==> src/rtl/fifo_queue.sv <==
// Request/flag FIFO with a small IDLE/WRITE/READ controller: each enq or deq costs a
// request cycle plus one action cycle. Define QUEUE_ERR_EN for sticky overflow/underflow flags.
module fifo_queue #(
  parameter int unsigned WIDTH  = 2,
  parameter int unsigned LENGTH = 8
) (
  input  logic             clk_i,
  input  logic             rst_ni,
  input  logic             init_i,
  input  logic             enq_i,
  input  logic             deq_i,
  input  logic [WIDTH-1:0] data_in_i,
  output logic [WIDTH-1:0] data_out_o,
  output logic             valid_o,
  output logic             busy_o,
  output logic             full_o,
`ifdef QUEUE_ERR_EN
  output logic             overflow_err_o,
  output logic             underflow_err_o,
`endif
  output logic             empty_o
);

  localparam int unsigned PtrW = $clog2(LENGTH);
  localparam int unsigned CntW = PtrW + 1;
  localparam logic [PtrW-1:0] LastIdx = PtrW'(LENGTH - 1);
  localparam logic [CntW-1:0] FullCnt = CntW'(LENGTH);

  typedef enum logic [1:0] {StIdle, StWrite, StRead} state_e;

  state_e            state_q, state_d;
  logic [PtrW-1:0]   wr_ptr_q, wr_ptr_d;
  logic [PtrW-1:0]   rd_ptr_q, rd_ptr_d;
  logic [CntW-1:0]   count_q, count_d;
  logic [WIDTH-1:0]  wbuf_q, wbuf_d;
  logic [WIDTH-1:0]  data_out_q, data_out_d;
  logic              valid_q, valid_d;
  logic              mem_we;
  logic [WIDTH-1:0]  mem_q [LENGTH];

`ifdef QUEUE_ERR_EN
  logic ovf_q, ovf_d;
  logic unf_q, unf_d;
`endif

  // Explicit wrap so non-power-of-two depths work.
  function automatic logic [PtrW-1:0] next_ptr(input logic [PtrW-1:0] p);
    return (p == LastIdx) ? '0 : p + PtrW'(1);
  endfunction

  assign full_o     = (count_q == FullCnt);
  assign empty_o    = (count_q == '0);
  assign busy_o     = (state_q != StIdle);
  assign data_out_o = data_out_q;
  assign valid_o    = valid_q;

  always_comb begin
    state_d    = state_q;
    wr_ptr_d   = wr_ptr_q;
    rd_ptr_d   = rd_ptr_q;
    count_d    = count_q;
    wbuf_d     = wbuf_q;
    data_out_d = data_out_q;
    valid_d    = 1'b0;
    mem_we     = 1'b0;
`ifdef QUEUE_ERR_EN
    ovf_d      = ovf_q;
    unf_d      = unf_q;
`endif

    unique case (state_q)
      StIdle: begin
        if (enq_i && !full_o) begin
          wbuf_d  = data_in_i;
          state_d = StWrite;
        end else if (deq_i && !empty_o) begin
          state_d = StRead;
        end
`ifdef QUEUE_ERR_EN
        if (enq_i && full_o) ovf_d = 1'b1;
        if (deq_i && empty_o && !(enq_i && !full_o)) unf_d = 1'b1;
`endif
      end
      StWrite: begin
        mem_we   = 1'b1;
        wr_ptr_d = next_ptr(wr_ptr_q);
        count_d  = count_q + CntW'(1);
        state_d  = StIdle;
      end
      StRead: begin
        data_out_d = mem_q[rd_ptr_q];
        valid_d    = 1'b1;
        rd_ptr_d   = next_ptr(rd_ptr_q);
        count_d    = count_q - CntW'(1);
        state_d    = StIdle;
      end
      default: state_d = StIdle;
    endcase

    // init overrides everything in flight but keeps the last read word visible.
    if (init_i) begin
      state_d  = StIdle;
      wr_ptr_d = '0;
      rd_ptr_d = '0;
      count_d  = '0;
      valid_d  = 1'b0;
      mem_we   = 1'b0;
      data_out_d = data_out_q;
`ifdef QUEUE_ERR_EN
      ovf_d    = 1'b0;
      unf_d    = 1'b0;
`endif
    end
  end

  always_ff @(posedge clk_i or negedge rst_ni) begin
    if (!rst_ni) begin
      state_q    <= StIdle;
      wr_ptr_q   <= '0;
      rd_ptr_q   <= '0;
      count_q    <= '0;
      wbuf_q     <= '0;
      data_out_q <= '0;
      valid_q    <= 1'b0;
    end else begin
      state_q    <= state_d;
      wr_ptr_q   <= wr_ptr_d;
      rd_ptr_q   <= rd_ptr_d;
      count_q    <= count_d;
      wbuf_q     <= wbuf_d;
      data_out_q <= data_out_d;
      valid_q    <= valid_d;
    end
  end

  always_ff @(posedge clk_i) begin
    if (mem_we) mem_q[wr_ptr_q] <= wbuf_q;
  end

`ifdef QUEUE_ERR_EN
  always_ff @(posedge clk_i or negedge rst_ni) begin
    if (!rst_ni) begin
      ovf_q <= 1'b0;
      unf_q <= 1'b0;
    end else begin
      ovf_q <= ovf_d;
      unf_q <= unf_d;
    end
  end

  assign overflow_err_o  = ovf_q;
  assign underflow_err_o = unf_q;
`endif

endmodule

==> config.mk <==
export PLATFORM = sky130hd
export DESIGN_NAME = fifo_queue
export DESIGN_NICKNAME = d
export VERILOG_FILES = /design/src/rtl/fifo_queue.sv
export SDC_FILE = /design/constraint.sdc
export NUM_CORES = 1
export LEC_CHECK = 0
export BUFFER_PORTS_ARGS = -buffer_cell sky130_fd_sc_hd__buf_2
export CAP_MARGIN = 20
export CORE_ASPECT_RATIO = 1.4
export CORE_MARGIN = 5
export CORE_UTILIZATION = 58
export DETAILED_ROUTE_END_ITERATION = 8
export PLACE_DENSITY = 0.78
export REMOVE_ABC_BUFFERS = 1
export SLEW_MARGIN = 10
export SYNTH_ARGS = -nofsm -noshare
export SYNTH_HDL_FRONTEND = slang
export SYNTH_SLANG_ARGS = --single-unit
==> constraint.sdc <==
create_clock -name clk_i -period 2.6 [get_ports clk_i]
set_input_delay 0.52 -clock clk_i [delete_from_list [all_inputs] [get_ports clk_i]]
set_output_delay 0.52 -clock clk_i [all_outputs]
set_load 0.01 [all_outputs]
# Word level (Yosys, flattened, before mapping)
# Memories as Yosys holds them, arrays and structs flattened. A register that Yosys moved wholly into a read port is not among the register bits.
# Index checks and enable logic that the tools add are counted.
dict set report totals {
  ff_bits 15
  latch_bits 0
  ramBits 16
  mem_bits_ro 0
  in_bits 7
  out_inout_bits 6
  n_memories 1
}
dict set report classes {
  add_sub_neg 4
  multipliers 0
  n_div 0
  n_lt_le_gt_ge 0
  n_eq_ne 6
  shifts 0
  mux 18
  bitwise 1
  reduce_logical 13
}
# name depth word_bits read_ports rd_clocked_by_memory_dff wr line_no
set memory_table {}
lappend memory_table {mem_q 8 2 1 1 1 39} ;# logic [WIDTH-1:0] mem_q [LENGTH];
# cell n
set ops {}
lappend ops {{$mux W3} 6}
lappend ops {{$mux W2} 4}
lappend ops {{$pmux W4 S2} 1}
lappend ops {{$add A3 B1 Y3 const B} 2}
lappend ops {{$eq A3 B3 Y1 const B} 2}
lappend ops {{$mux W1} 6}
lappend ops {{$reduce_bool A2 Y1} 3}
lappend ops {{$add A4 B1 Y4 const B} 1}
lappend ops {{$eq A4 B4 Y1 const B} 1}
lappend ops {{$logic_not A4 Y1} 1}
lappend ops {{$mux W4} 1}
lappend ops {{$ne A4 B4 Y1 const B} 1}
lappend ops {{$reduce_and A2 Y1} 2}
lappend ops {{$sub A4 B1 Y4 const B} 1}
lappend ops {{$logic_not A1 Y1} 3}
lappend ops {{$reduce_bool A3 Y1} 1}
lappend ops {{$eq A2 B1 Y1 const B} 1}
lappend ops {{$eq A2 B2 Y1 const B} 1}
lappend ops {{$logic_and A1 B1 Y1} 2}
lappend ops {{$logic_not A2 Y1} 1}
lappend ops {{$not A1 Y1} 1}

# Depth between registers and ports, before layout
dict set report logic_depth {
  depth_word 7
  mapped_depth 7
  depth_no_buf 6
}

# Worst setup path before layout
# No wires, ideal clock.
dict set report synth_path {
  path_kind {reg-to-reg}
  startpoint {register state_q[0]}
  endpoint {register count_q[3]}
  setup_ns 0.125
  t_arrival_ns 1.830
  required_ns 2.475
  slack_ns 0.646
  path_stages_with_launch 8
  path_buffers 1
  cell_sequence {dfrtp_1 > nand2b_1 > buf_4 > inv_1 > ha_1 > o21a_1 > o32ai_1 > mux2_2}
}
dict set report synth_via {
  elab_chain_len 3
  elab_cells_between_ends 5
  cone_classes {2 x eq/ne; 2 x mux; 1 x reduce/logical}
}
# item line_no
set synth_lines {}
lappend synth_lines {{start: declaration} 31} ;# state_e state_q, state_d;
lappend synth_lines {{start signal: assignment} 118} ;# state_q <= StIdle;
lappend synth_lines {{start signal: assignment} 126} ;# state_q <= state_d;
lappend synth_lines {{$eq A2 B2 Y1 / $eq A2 B1 Y1 (equally long branches)} 71} ;# unique case (state_q)
lappend synth_lines {{$pmux W4 S2} 71}
lappend synth_lines {{$mux W4} 101} ;# if (init_i) begin
lappend synth_lines {{end signal: assignment} 129} ;# count_q <= count_d;
lappend synth_lines {{end: declaration} 34} ;# logic [CntW-1:0] count_q, count_d;
# Parallel ways exist; a longest one is shown, timed or not.
# A chain may end at the register's enable or synchronous reset.

# Worst setup path after layout
# Same ends and word-level chain as after synthesis.

==> flow_results.xml <==
<?xml version="1.0" encoding="UTF-8"?>
<metrics>
  <group name="clocking">
    <metric name="clock_latency" unit="ps">330</metric>
    <metric name="cts-buffers-inserted" unit="">5</metric>
    <metric name="total_clock_sinks" unit="">33</metric>
    <metric name="tritoncts" unit="">done</metric>
    <metric name="cts_max_level" unit="">2</metric>
    <metric name="cts_setup_buffers" unit="">0</metric>
    <metric name="clock-root-buffer" unit="">clkbuf_4</metric>
    <metric name="cts_max_path_buffers" unit="">2</metric>
    <metric name="cts_hold_buffers" unit="">0</metric>
    <metric name="cts.reportedPaths.clkPinSlew" unit="ps">90</metric>
    <metric name="postCtsResizedCells" unit="">0</metric>
  </group>
  <group name="die">
    <metric name="die_area" unit="um2">3850</metric>
    <metric name="die_width" unit="um">53.9</metric>
    <metric name="placeableCoreArea" unit="um2">2620</metric>
    <metric name="effective_utilization_at_floorplan" unit="">0.598</metric>
    <metric name="boundaryPins" unit="">13</metric>
    <metric name="placement_rows" unit="">22</metric>
    <metric name="die_height" unit="um">71.4</metric>
  </group>
  <group name="critical_path">
    <metric name="worst_ep_arrival_time" unit="ps">2520</metric>
    <metric name="setup.worst_path.start" unit="">state_q[0]$_DFFE_PN0P_</metric>
    <metric name="critical_path.reg2reg.startpoint" unit="">state_q[0]$_DFFE_PN0P_</metric>
    <metric name="crit_path_start_kind" unit="">register</metric>
    <metric name="crit_path_max_fanout" unit="">11</metric>
    <metric name="setup.worst_path.end_class" unit="">register</metric>
    <metric name="total_buffers_and_inverters_traversed_by_the_critical_path" unit="">1</metric>
    <metric name="worst_path_cell_chain" unit="">nand2b_1 -&gt; inv_1 -&gt; ha_1 -&gt; o21a_1 -&gt; o32ai_1 -&gt; mux2_2</metric>
    <metric name="cpLargestDelayFamily" unit="">flip-flops</metric>
    <metric name="max_stage_delay" unit="ps">460</metric>
    <metric name="slowest_stage" unit="">dfrtp_1</metric>
    <metric name="critPathRequiredTime" unit="ps">2820</metric>
    <metric name="critPathKind" unit="">reg2reg</metric>
  </group>
  <group name="global_routing">
    <metric name="largest_net_degree_at_the_start_of_global_routing" unit="">19</metric>
    <metric name="global_route_usage_over_all_layers" unit="">0.160</metric>
    <metric name="antenna_found_initial" unit="">0</metric>
    <metric name="grt_overflow" unit="">0</metric>
    <metric name="grt_pass1_vias" unit="">982</metric>
    <metric name="grt_pass1_wl" unit="mm">4.42</metric>
  </group>
  <group name="logic_synthesis">
    <metric name="synthesis.instances" unit="">124</metric>
    <metric name="synth-warning-count" unit="">0</metric>
    <metric name="netlist_area" unit="um2">1560</metric>
    <metric name="syn_avg_cell_area" unit="um2">12.6</metric>
    <metric name="yosysUniqueCellTypes" unit="">32</metric>
    <metric name="yosys_register_bits" unit="">33</metric>
    <metric name="async_set_reset_flop_share_out_of_synthesis" unit="">0.515</metric>
    <metric name="ys.flop_type" unit="">dfrtp_1</metric>
    <metric name="synth_sequential_area_ratio" unit="">0.580</metric>
    <metric name="number_of_flops_mapped_to_enable_cells_by_yosys" unit="">16</metric>
  </group>
  <group name="placement">
    <metric name="port_buffers" unit="">12</metric>
    <metric name="replace_congestion" unit="">0.758</metric>
    <metric name="placement.cell_area" unit="um2">1630</metric>
    <metric name="dpl.cell_count" unit="">166</metric>
    <metric name="dp_hpwl" unit="mm">1.90</metric>
  </group>
  <group name="timing">
    <metric name="max_freq" unit="MHz">434</metric>
    <metric name="final_min_period_over_clock_period" unit="">0.885</metric>
    <metric name="rsz0062_at_grt" unit="">false</metric>
    <metric name="remaining_max_slew_budget_at_the_tightest_pin" unit="">0.654</metric>
    <metric name="worst-slew-pin-transition" unit="ps">518</metric>
    <metric name="setup_violations" unit="">0</metric>
    <metric name="worst_clock_skew" unit="ps">5.80</metric>
    <metric name="timing.final.max_slew_violations" unit="">0</metric>
    <metric name="report.final.hold_viol_count" unit="">0</metric>
    <metric name="timing.setup.tns" unit="ps">0</metric>
    <metric name="fin_crit" unit="ps">2300</metric>
  </group>
  <group name="finish">
    <metric name="design.final.nets" unit="">150</metric>
    <metric name="area_delta_synth_final" unit="%">7.45</metric>
    <metric name="multiInputGateArea" unit="um2">608</metric>
    <metric name="diodes" unit="">0</metric>
    <metric name="design_area" unit="um2">1680</metric>
    <metric name="num-fill-cells" unit="">220</metric>
    <metric name="post_route_cells_drive_above_1_share" unit="">0.159</metric>
    <metric name="finalNonFillerCells" unit="">174</metric>
    <metric name="sequential_cell_area" unit="um2">906</metric>
  </group>
  <group name="run">
    <metric name="drv.max_cap_violation_count" unit="">0</metric>
  </group>
  <group name="routing">
    <metric name="route.detailed.vias_per_inst" unit="">5.53</metric>
    <metric name="detail_route.wl_per_cell" unit="um">14.8</metric>
    <metric name="postRouteWirelength" unit="mm">2.58</metric>
    <metric name="dr.pass1.iters" unit="">4</metric>
    <metric name="route.antenna.remaining_nets" unit="">0</metric>
    <metric name="drt_first_iter_violations" unit="">23</metric>
    <metric name="post-route-drc-count" unit="">0</metric>
    <metric name="vias" unit="">962</metric>
  </group>
  <group name="power">
    <metric name="powerDensity" unit="nW/um2">600</metric>
    <metric name="leakage_power_of_the_design" unit="nW">0.705</metric>
    <metric name="vdd.ir_drop.worst" unit="mV">0.381</metric>
  </group>
  <group name="worst_hold_path">
    <metric name="holdCritPathClass" unit="">in2async</metric>
  </group>
  <group name="status">
    <metric name="run_status" unit="">completed</metric>
  </group>
</metrics>
per-stage QoR:
stage	hold WS, ps	util	setup slack (ps)	power (mW)
after floorplan	224	-	586	0.701
after global placement	456	0.623	456	0.748
after detailed placement	458	0.623	317	0.756
after CTS	96.6	0.642	321	1.02
after global routing	102	0.642	149	1.06
final	100	0.642	298	1.01
layout by cell type, fill, tap and decap left out, types with 2 or more instances in the layout:
master / n
mux2i_1: 12
xor2_1: 3
o21ai_0: 2
nor3_1: 3
o31ai_1: 2
nand3b_1: 2
clkbuf_1: 3
clkbuf_4: 5
nor2_1: 20
edfxtp_1: 16
dfrtp_1: 17
mux4_2: 2
a21oi_1: 3
nand3_1: 3
nand2b_1: 5
inv_1: 3
mux2_1: 2
nand2_1: 5
ha_1: 6
buf_2: 12
registers in the layout, summed over array words and instances, names as in the netlist:
register,flops
state_q,2
mem_q,16
count_q,4
rd_ptr_q,3
wr_ptr_q,3
valid_o,1
wbuf_q,2
data_out_o,2
cell type report:
| type | instances | area share |
|---|---|---|
| flip-flops and latches | 33 | 0.539 |
| multi-input cells | 82 | 0.362 |
| repair buffers | 12 | 0.0358 |
| clock buffers | 8 | 0.0291 |
| well taps | 36 | 0.0268 |
| inverters | 3 | 0.00671 |
cell usage after synthesis, types with 3 or more instances:
| cell type | n | area, um2 |
|---|---|---|
| nor2_1 | 20 | 75.1 |
| dfrtp_1 | 17 | 425 |
| edfxtp_1 | 16 | 480 |
| mux2i_1 | 12 | 120 |
| ha_1 | 6 | 75.1 |
| nand2_1 | 5 | 18.8 |
| nand2b_1 | 5 | 31.3 |
| a21oi_1 | 3 | 15.0 |
| clkbuf_1 | 3 | 11.3 |
| inv_1 | 3 | 11.3 |
| nand3_1 | 3 | 15.0 |
| nor3_1 | 3 | 15.0 |
| xor2_1 | 3 | 26.3 |
worst reg2reg max path: stages, from the launching register on:
cell,delay [ps]
dfrtp_1,460
nand2b_1,400
inv_1,190
ha_1,380
o21a_1,130
o32ai_1,280
mux2_2,370
power by group:
part           switching, mW  internal [mW]  total (mW)
Clock                  0.157          0.108       0.265
Combinational         0.0665         0.0542       0.121
Sequential            0.0355          0.587       0.622
Total                  0.259          0.749        1.01
final timing paths:
check	to	slack, ps	cells after the start
worst max-delay path	count_q[3]$_DFFE_PN0P_	300	6
min in group clk_i	state_q[1]$_DFFE_PN0P_	400	2
worst min-delay path	valid_o$_DFF_PN0_	100	1
max in group asynchronous	wr_ptr_q[1]$_DFFE_PN0P_	2220	1
worst min register to register	data_out_o[0]$_DFFE_PN0P_	530	2
worst max register to register	count_q[3]$_DFFE_PN0P_	300	6
layer usage:
layer	up-vias	GRT usage	share of wire
li1	478	-	-
met1	460	0.194	0.43
met2	16	0.260	0.51
met3	8	0.0457	0.043
met4	0	0.0682	0.023
met5	-	0	0
kinds of logic after synthesis:
kind of cell	after synthesis	share of synthesized area
adders and majority gates	6	0.0480
and+or+nand+nor	43	0.136
xor gates and xnor gates	4	0.0224
buffers and inverters	9	0.0312
DFF	33	0.580
AOI/OAI and AO/OA	12	0.0552
muxes	17	0.127
Note: power is estimated with default switching activity, not from simulation.
